`config.mk`:
```
export PLATFORM = sky130hd
export DESIGN_NAME = ps2_frame_ctrl
export DESIGN_NICKNAME = d
export VERILOG_FILES = /design/src/rtl/ps2_frame_ctrl.sv
export SDC_FILE = /design/constraint.sdc
export NUM_CORES = 1
export LEC_CHECK = 0
export CAP_MARGIN = 20
export CORE_MARGIN = 4
export CORE_UTILIZATION = 50
export CTS_CLUSTER_SIZE = 10
export DETAILED_ROUTE_END_ITERATION = 8
export HOLD_SLACK_MARGIN = 0.05
export PLACE_DENSITY_LB_ADDON = 0.1
export SLEW_MARGIN = 20
export SYNTH_ARGS = -nofsm -noshare
export SYNTH_HDL_FRONTEND = slang
export SYNTH_SLANG_ARGS = --single-unit
```
`constraint.sdc`:
```
create_clock -name clk -period 2.4 [get_ports clk]
set_input_delay 0.48 -clock clk [delete_from_list [all_inputs] [get_ports clk]]
set_output_delay 0.48 -clock clk [all_outputs]
set_load 0.01 [all_outputs]
```
`src/rtl/ps2_frame_ctrl.sv`:
```
// PS/2 frame receiver: assembles start/8 data/parity/stop from edge strobes, validates, and
// strobes out the scan code. Optional parity checking is enabled by defining PARITY_CHECK_EN.
module ps2_frame_ctrl #(
  parameter int unsigned TIMEOUT_CYCLES = 100000
) (
  input  logic       clk,
  input  logic       rst,
  input  logic       edge_found,
  input  logic       kb_data_sync,
  output logic [7:0] scan_code,
  output logic       scan_valid,
  output logic       frame_err,
  output logic       busy
);

  localparam int unsigned CNT_W = $clog2(TIMEOUT_CYCLES + 1);

  typedef enum logic [1:0] {StIdle, StData, StParity, StStop} state_e;

  state_e           state_q, state_d;
  logic [2:0]       bit_cnt_q, bit_cnt_d;
  logic [7:0]       shift_q, shift_d;
  logic [CNT_W-1:0] wdog_q, wdog_d;
  logic [7:0]       scan_code_q, scan_code_d;
  logic             scan_valid_q, scan_valid_d;
  logic             frame_err_q, frame_err_d;
  logic             busy_q, busy_d;
  logic             parity_ok;
  logic             timeout;

`ifdef PARITY_CHECK_EN
  logic parity_q, parity_d;
  assign parity_ok = ^{shift_q, parity_q};
`else
  assign parity_ok = 1'b1;
`endif

  // Expires on the cycle the count would reach TIMEOUT_CYCLES; an edge that cycle wins.
  assign timeout = (state_q != StIdle) && !edge_found &&
                   (wdog_q == CNT_W'(TIMEOUT_CYCLES - 1));

  always_comb begin
    state_d      = state_q;
    bit_cnt_d    = bit_cnt_q;
    shift_d      = shift_q;
    scan_code_d  = scan_code_q;
    scan_valid_d = 1'b0;
    frame_err_d  = 1'b0;
`ifdef PARITY_CHECK_EN
    parity_d     = parity_q;
`endif

    if (state_q == StIdle || edge_found) begin
      wdog_d = '0;
    end else begin
      wdog_d = wdog_q + CNT_W'(1);
    end

    if (timeout) begin
      state_d     = StIdle;
      bit_cnt_d   = 3'd0;
      frame_err_d = 1'b1;
      wdog_d      = '0;
    end else if (edge_found) begin
      unique case (state_q)
        StIdle: begin
          if (!kb_data_sync) begin
            state_d   = StData;
            bit_cnt_d = 3'd0;
          end
        end
        StData: begin
          shift_d   = {kb_data_sync, shift_q[7:1]};
          bit_cnt_d = bit_cnt_q + 3'd1;
          if (bit_cnt_q == 3'd7) begin
            state_d = StParity;
          end
        end
        StParity: begin
`ifdef PARITY_CHECK_EN
          parity_d = kb_data_sync;
`endif
          state_d = StStop;
        end
        StStop: begin
          state_d = StIdle;
          if (kb_data_sync && parity_ok) begin
            scan_code_d  = shift_q;
            scan_valid_d = 1'b1;
          end else begin
            frame_err_d = 1'b1;
          end
        end
        default: state_d = StIdle;
      endcase
    end

    busy_d = (state_d != StIdle);
  end

  always_ff @(posedge clk) begin
    if (rst) begin
      state_q      <= StIdle;
      bit_cnt_q    <= 3'd0;
      shift_q      <= 8'h00;
      wdog_q       <= '0;
      scan_code_q  <= 8'h00;
      scan_valid_q <= 1'b0;
      frame_err_q  <= 1'b0;
      busy_q       <= 1'b0;
`ifdef PARITY_CHECK_EN
      parity_q     <= 1'b0;
`endif
    end else begin
      state_q      <= state_d;
      bit_cnt_q    <= bit_cnt_d;
      shift_q      <= shift_d;
      wdog_q       <= wdog_d;
      scan_code_q  <= scan_code_d;
      scan_valid_q <= scan_valid_d;
      frame_err_q  <= frame_err_d;
      busy_q       <= busy_d;
`ifdef PARITY_CHECK_EN
      parity_q     <= parity_d;
`endif
    end
  end

  assign scan_code  = scan_code_q;
  assign scan_valid = scan_valid_q;
  assign frame_err  = frame_err_q;
  assign busy       = busy_q;

endmodule

```
# ---- After elaboration in Yosys (flattened, before gate mapping)
# Cells that the tools add are included.
dict set report word_totals {
  ff_bits 41
  out_inout_bits 11
  inputBits 4
}
dict set report classes {
  bitwise_logic 3
  add_sub_neg 2
  eq_ne 6
  n_mux 12
  reduce_logical 14
}
# operator n
set op_table {}
lappend op_table {{$add A17 B1 Y17 const B} 1}
lappend op_table {{$eq A17 B17 Y1 const B} 1}
lappend op_table {{$mux W2} 4}
lappend op_table {{$pmux W2 S4} 1}
lappend op_table {{$pmux W3 S2} 1}
lappend op_table {{$reduce_and A3 Y1} 2}
lappend op_table {{$reduce_bool A2 Y1} 3}
lappend op_table {{$mux W1} 5}
lappend op_table {{$eq A2 B2 Y1 const B} 2}
lappend op_table {{$reduce_and A4 Y1} 1}
lappend op_table {{$reduce_or A4 Y1} 1}
lappend op_table {{$add A3 B1 Y3 const B} 1}
lappend op_table {{$eq A3 B3 Y1 const B} 1}
lappend op_table {{$mux W3} 1}
lappend op_table {{$not A1 Y1} 3}
lappend op_table {{$reduce_or A3 Y1} 1}
lappend op_table {{$eq A2 B1 Y1 const B} 1}
lappend op_table {{$logic_and A1 B1 Y1} 2}
lappend op_table {{$logic_not A2 Y1} 1}
lappend op_table {{$ne A2 B2 Y1 const B} 1}
lappend op_table {{$reduce_or A2 Y1} 1}
lappend op_table {{$logic_not A1 Y1} 1}
lappend op_table {{$logic_or A1 B1 Y1} 1}

# ---- Logic depth before layout (Yosys ltp)
# Gate-level depths: netlist of run 1.
dict set report depth {
  depth_word 6
  depth_mapped 7
}

# ---- Worst setup path after synthesis of run 1
# No wires, ideal clock.
dict set report synth_timing {
  path_type {reg2reg}
  start {register wdog_q[5]}
  end {register wdog_q[4]}
  t_arrival_ps 1589
  setup_slack_ps 696
  stages_incl_launch_ff 7
  synth_period_minus_slack_ps 1704
  path_cell_list {dfxtp_1 > or4b_1 > nor4_2 > or4_1 > buf_6 > buf_8 > nor2_1}
}
dict set report synth_via {
  elab_chain_len 3
}
# element line_no
set synth_rtl {}
lappend synth_rtl {{start: declaration} 23} ;# logic [CNT_W-1:0] wdog_q, wdog_d;
lappend synth_rtl {{start signal: assignment} 118} ;# wdog_q <= wdog_d;
lappend synth_rtl {{$eq A17 B17 Y1} 40} ;# (wdog_q == CNT_W'(TIMEOUT_CYCLES - 1));
lappend synth_rtl {{$logic_and A1 B1 Y1} 39} ;# assign timeout = (state_q != StIdle) && !edge_found &&
lappend synth_rtl {{$reduce_or A3 Y1 (no source line)} n/a}
# Every way passes these cells.
# A chain may end at the register's enable or synchronous reset.

# ---- Worst setup path in the final report of run 1
dict set report layout_timing {
  start {register wdog_q[5]}
  end {register wdog_q[9]}
}
dict set report layout_via {
  elab_chain_len 3
}
# element
set layout_rtl {}
lappend layout_rtl {{branches (longest 3 deep; another with $add A17 B1 Y17)}}
# Several ways; the timed one is not identified.

==> impl_metrics.yaml, run 1 <==
status:
  status: "finished clean"
clocking:
  postCtsSetupRepairBufs: 0
  cts_repair_resize_count: 0
  clock-root-buffer: "sky130_fd_sc_hd__clkbuf_4"
  cts_sinks: 41
  cts_hold_repair.buffers: 0
  insertion_delay_of_the_later_clocked_pin_in_the_worst_skew_pair_ns: 0.36
  cts_tree: "done"
  path_clk_slew_ns: 0.13
  clock_tree.buffer_depth: 2
  numCtsBuffers: 5
  cts_htree_levels: 2
sta:
  max_slew_margin_pct: 63.7
  hold_slack_ns: 0.462
  clock_skew_ns: 0.0137
  hold_violations: 0
  drv_slew: 0
  grt_setup_unrepaired: "false"
  tns_ns: 0
  fraction_of_the_cycle_the_final_worst_path_needs_pct: 85.5
  clock.fmax_mhz: 487
  worst_slew_pin_slew_ns: 0.545
  tmin_final_ns: 2.05
  setup_viol: 0
synth:
  async_reset_ff_share_pct: 0
  synth_area_per_cell_um2: 8.43
  post-synth-top-area-fraction_pct: 49.4
  synthTopCellsByArea: "sky130_fd_sc_hd__dfxtp_1, sky130_fd_sc_hd__nand2_1, sky130_fd_sc_hd__xnor2_1"
  seq_area_frac_synth_pct: 49.4
  syn_nets: 204
  synth.ff_latch_count: 41
  synth-edff-count: 0
  combined_area_of_all_synthesized_cells_um2: 1660
  ys_dominant_reg_cell: "sky130_fd_sc_hd__dfxtp_1"
  yosys.cell_count.top_type: "sky130_fd_sc_hd__dfxtp_1"
  synth.lib_cells_used.distinct: 27
  synth_cells: 197
  synth_top_cells_by_count: "sky130_fd_sc_hd__dfxtp_1, sky130_fd_sc_hd__nand2_1, sky130_fd_sc_hd__nor2_1"
  cell_accounting_for_the_most_synthesized_area: "sky130_fd_sc_hd__dfxtp_1"
  synth-warning-count: 0
power:
  power_density_nw_per_um2: 620
  leakage_nw: 0.576
  vdd_ir_drop_max_mv: 0.411
grt:
  grt_util_met2_pct: 27.9
  globalRouteTotalUtil_pct: 16.1
  grt_first_pass_wirelength_um: 5290
  gr_layer_usage_met1_pct: 18.0
  grt.met3_usage_pct: 5.64
  grt_start_max_net_pins: 19
  initial_antenna_violation_count: 0
  grt.busiest_layer: "met2"
  number_of_global_route_vias_before_repair: 1198
  grt_overflow: 0
hold_path:
  worstHoldPathCells: 2
  timing.hold.worst.class: "reg -> reg"
die:
  floorplan_die_height_um: 65.6
  fp.coreArea_um2: 3100
  ios: 15
  die_area_um2: 4310
  rows: 20
  die-width_um: 65.6
  initial_utilization_pct: 53.5
cells_and_area:
  layout-area-overhead-vs-synth_pct: 14.3
  layout_net_count: 218
  diodes: 0
  layout-drive-gt1-share_pct: 4.72
flow_run:
  maxCapViolations: 0
routing:
  drtAntennaViolNets: 0
  detailedRoute.firstIterationViolations: 61
  route.detailed.drc: 0
  detail_route.first_pass.iterations: 4
  vias_per_cell: 5.10
  final_routed_wirelength_across_all_metal_layers_um: 3000
  detail_route.wl_per_cell_um: 11.7
  via_count: 1306
worst_setup_path:
  worstPathMaxFanout: 17
  worstRegToRegCells: 4
  timing.critical_path.required_ns: 2.63
  timing.critical_path.to_type: "register"
  crit_start_category: "register"
  arrival_time_worst_endpoint_ns: 2.28
  criticalPathCategory: "reg -> reg"
place:
  port_buffers: 14
  dp.final_hpwl_um: 2160
  gp_congestion: 0.764
worst max-delay path, cell delays in order, from the launching register on:
cell	delay, ns
sky130_fd_sc_hd__dfxtp_1	0.36
sky130_fd_sc_hd__or4b_1	0.54
sky130_fd_sc_hd__nor4_2	0.39
sky130_fd_sc_hd__or4_1	0.52
sky130_fd_sc_hd__nor2_1	0.12
metal layers:
metal	routed length, µm	vias up	share of wire (%)
met1	1240	579	41
met2	1530	34	51
li1	-	688	-
met4	43	0	1.4
met5	0	-	0
met3	187	5	6.2
metrics by stage:
step | cells | instance area (µm²) | total power, mW | setup WS (ns) | utilization [%]
3_5_place_dp | 248 | 1810 | 0.742 | 0.221 | 58.5
4_1_cts | 256 | 1900 | 1.19 | 0.334 | 61.2
2_1_floorplan | 197 | 1660 | 0.730 | 0.696 | -
6_report | 256 | 1900 | 1.18 | 0.348 | 61.2
3_3_place_gp | 248 | 1810 | 0.740 | 0.303 | 58.5
5_1_grt | 256 | 1900 | 1.24 | 0.203 | 61.2
area by class of cell:
cell class	instances	area (µm²)
fill	305	1200
sequential	41	821
multi-input combinational	143	772
timing repair buffer	15	148
tap	44	55.1
clock inverter	3	46.3
clock buffer	5	37.5
inverter	5	18.8
state kept, by name, summed over array words and instances (netlist names):
name and cells:
wdog_q 17, scan_code 8, shift_q 8, bit_cnt_q 3, state_q 2, busy 1, frame_err 1, scan_valid 1
worst paths after layout:
kind	startpoint	end	slack, ns
worst max register to register	wdog_q[5]	wdog_q[9]	0.35
worst min register to register	scan_code[3]	scan_code[3]	0.46
worst min-delay path	scan_code[3]	scan_code[3]	0.46
worst max-delay path	wdog_q[5]	wdog_q[9]	0.35
cell families (layout without fill, tap and decap cells):
logic type	Yosys count	in the layout	synth area share [%]
adder cells (fa/ha/maj)	3	3	2.26
buffers and inverters	13	28	4.07
flip-flops	41	41	49.4
AO/OA/AOI/OAI	26	26	8.44
multiplexers	1	1	0.603
AND/OR/NAND/NOR	98	98	27.3
XOR/XNOR	15	15	7.91
power by group:
| part | internal, mW | switching (mW) | leakage (nW) |
|---|---|---|---|
| registers | 0.685 | 0.00436 | 0.331 |
| logic | 0.0144 | 0.0229 | 0.204 |
| clock network | 0.220 | 0.230 | 0.0414 |
| total | 0.920 | 0.257 | 0.576 |
placed cells by master (no fill, tap or decap), drive strengths merged, types with 2 or more instances in the layout:
| master | Yosys | routed |
|---|---|---|
| a22oi | 2 | 2 |
| nor2b | 2 | 2 |
| ha | 3 | 3 |
| nand2 | 39 | 39 |
| xnor2 | 14 | 14 |
| nor3 | 3 | 3 |
| clkbuf | 6 | 5 |
| nor2 | 29 | 29 |
| nor4 | 7 | 7 |
| nand3 | 6 | 6 |
| inv | 5 | 5 |
| or4b | 2 | 2 |
| o21ai | 4 | 4 |
| nand4 | 5 | 5 |
| a21oi | 18 | 18 |
| dfxtp | 41 | 41 |
| clkdlybuf4s50 | 0 | 14 |
| nand4b | 2 | 2 |
Power figures use the tool's default switching activity.
==> run 2, diff against run 1 <==
--- a/config.mk
+++ b/config.mk
@@ -7,7 +7,8 @@
 export LEC_CHECK = 0
 export CAP_MARGIN = 20
 export CORE_MARGIN = 4
-export CORE_UTILIZATION = 50
+export CORE_UTILIZATION = 45
+export CTS_CLUSTER_DIAMETER = 100
 export CTS_CLUSTER_SIZE = 10
 export DETAILED_ROUTE_END_ITERATION = 8
 export HOLD_SLACK_MARGIN = 0.05
==> run 2 against run 1 <==
Against the previous run: maximum frequency shrank 1.4%; sequential power barely moved; power rose by 16%; sequential share of layout area is 1.2 points lower; critical path type unchanged; design area is 2.8% higher; routed wire length decreased by 2.8%; hold slack worse by 0.0041 ns; largest cell class unchanged; global-route usage down 1.2 points; critical path depth unchanged; count of clock-buffer cells in the layout unchanged; clock skew fell by 0.0080 ns; die area is 9.7% higher.
==> impl_metrics.yaml, run 2 (synthesis results as in run 1) <==
power:
  vdd_ir_drop_max_mv: 0.462
  leakage_nw: 0.603
  power_density_nw_per_um2: 698
  total_power_mw: 1.36
clocking:
  clock-root-buffer: "sky130_fd_sc_hd__clkbuf_8"
  cts_tree: "done"
  numCtsBuffers: 5
  cts_htree_levels: 2
  cts_hold_repair.buffers: 0
  clock_tree.buffer_depth: 2
  cts_repair_resize_count: 0
  postCtsSetupRepairBufs: 0
  path_clk_slew_ns: 0.08
  cts_sinks: 41
  insertion_delay_of_the_later_clocked_pin_in_the_worst_skew_pair_ns: 0.29
sta:
  grt_setup_unrepaired: "false"
  drv_slew: 0
  clock.fmax_mhz: 480
  hold_violations: 0
  setup_viol: 0
  worst_slew_pin_slew_ns: 0.559
  max_slew_margin_pct: 62.7
  fraction_of_the_cycle_the_final_worst_path_needs_pct: 86.8
  hold_slack_ns: 0.458
  tns_ns: 0
  clock_skew_ns: 0.00572
  tmin_final_ns: 2.08
grt:
  grt_start_max_net_pins: 19
  gr_layer_usage_met1_pct: 16.6
  grt_first_pass_wirelength_um: 5170
  grt_overflow: 0
  number_of_global_route_vias_before_repair: 1235
  grt.met3_usage_pct: 5.83
  grt.busiest_layer: "met2"
  initial_antenna_violation_count: 0
  grt_util_met2_pct: 25.3
  globalRouteTotalUtil_pct: 14.9
cells_and_area:
  max_flop_register: "wdog_q"
  commonest_cells_after_routing_fill_and_taps_aside: "sky130_fd_sc_hd__dfxtp_1, sky130_fd_sc_hd__nand2_1, sky130_fd_sc_hd__nor2_1"
  layout-area-overhead-vs-synth_pct: 17.5
  layout-drive-gt1-share_pct: 4.72
  layout_net_count: 218
  diodes: 0
  final_common_cell: "sky130_fd_sc_hd__dfxtp_1"
  number_of_flip_flops_under_the_largest_register_name: 17
worst_setup_path:
  cpLargestDelayFamily: "simple AND/OR/NAND/NOR gates"
  rrSetupSlack_ns: 0.32
  cp_slowest_cell: "sky130_fd_sc_hd__or4b_1"
  worstRegToRegCells: 4
  worstPathMaxFanout: 17
  crit_start_category: "register"
  path_buf_inv: 0
  timing.critical_path.slowest_cell_delay_ns: 0.54
  cp-startpoint: "wdog_q[5]"
  path_cells: "or4b_1, nor4_2, or4_1, nor2_1"
  criticalPathCategory: "reg -> reg"
  arrival_time_worst_endpoint_ns: 2.23
  timing.critical_path.to_type: "register"
  r2r_start: "wdog_q[5]"
  critical_path.reg2reg.endpoint: "wdog_q[16]"
  timing.critical_path.required_ns: 2.55
routing:
  detail_route.wl_per_cell_um: 11.3
  final_routed_wirelength_across_all_metal_layers_um: 2920
  drtAntennaViolNets: 0
  detailedRoute.firstIterationViolations: 99
  via_count: 1318
  route.detailed.drc: 0
  vias_per_cell: 5.11
  detail_route.first_pass.iterations: 4
flow_run:
  maxCapViolations: 0
die:
  fp.coreArea_um2: 3440
  die_area_um2: 4730
  ios: 15
  rows: 21
  floorplan_die_height_um: 68.7
  die-width_um: 68.7
  initial_utilization_pct: 48.2
hold_path:
  hold_start: "scan_code[0]"
  timing.hold.worst.class: "reg -> reg"
  worstHoldPathCells: 2
  worst_hold_path.endpoint: "scan_code[0]"
status:
  status: "finished clean"
place:
  dp.final_hpwl_um: 2090
  port_buffers: 14
  gp_congestion: 0.746
run 2: changes by cell type in the layout (fill, tap and decap cells not counted), sizes merged:
cell      delta
bufinv       +1
clkinvlp     -1
run 2: final cells by class:
| type | instances | area, µm² |
|---|---|---|
| Clock buffer | 5 | 68.8 |
| Sequential cell | 41 | 821 |
| Inverter | 5 | 18.8 |
| Clock inverter | 3 | 65.1 |
| Tap cell | 46 | 57.6 |
| Timing Repair Buffer | 15 | 148 |
| Fill cell | 306 | 1490 |
| Multi-Input combinational cell | 143 | 772 |
run 2: worst max-delay path by stage:
stage               slack (ns)  depth (start not counted)    endpoint
global route              0.12                          4   wdog_q[8]
floorplan                 0.70                          6   wdog_q[4]
finish                    0.32                          4  wdog_q[16]
CTS                       0.26                          4  wdog_q[16]
global placement          0.27                          3   wdog_q[7]
detailed placement        0.17                          3  wdog_q[16]
run 2: power by group:
group	internal (mW)	leakage, nW	switching, mW
sequential	0.684	0.331	0.00454
clock	0.413	0.0681	0.222
combinational	0.0143	0.204	0.0227
total	1.11	0.603	0.250
run 2: metal layers:
metal  wire (µm)  vias up
met5           0        -
met4          21        0
met3         174        2
met2        1420       30
met1        1300      602
li1            -      684
run 2: metrics by stage:
| stage | worst slack (ns) | utilization, % | cell area, µm² | std cells |
|---|---|---|---|---|
| 2_1_floorplan | 0.696 | - | 1660 | 197 |
| 3_3_place_gp | 0.274 | 52.8 | 1820 | 250 |
| 3_5_place_dp | 0.172 | 52.8 | 1820 | 250 |
| 4_1_cts | 0.265 | 56.7 | 1950 | 258 |
| 5_1_grt | 0.116 | 56.7 | 1950 | 258 |
| 6_report | 0.318 | 56.7 | 1950 | 258 |
run 2: tightest hold or removal path: stages, from the launching register on:
cell                      delay (ns)
sky130_fd_sc_hd__dfxtp_1        0.32
sky130_fd_sc_hd__nand2_1        0.05
sky130_fd_sc_hd__a21oi_1        0.05
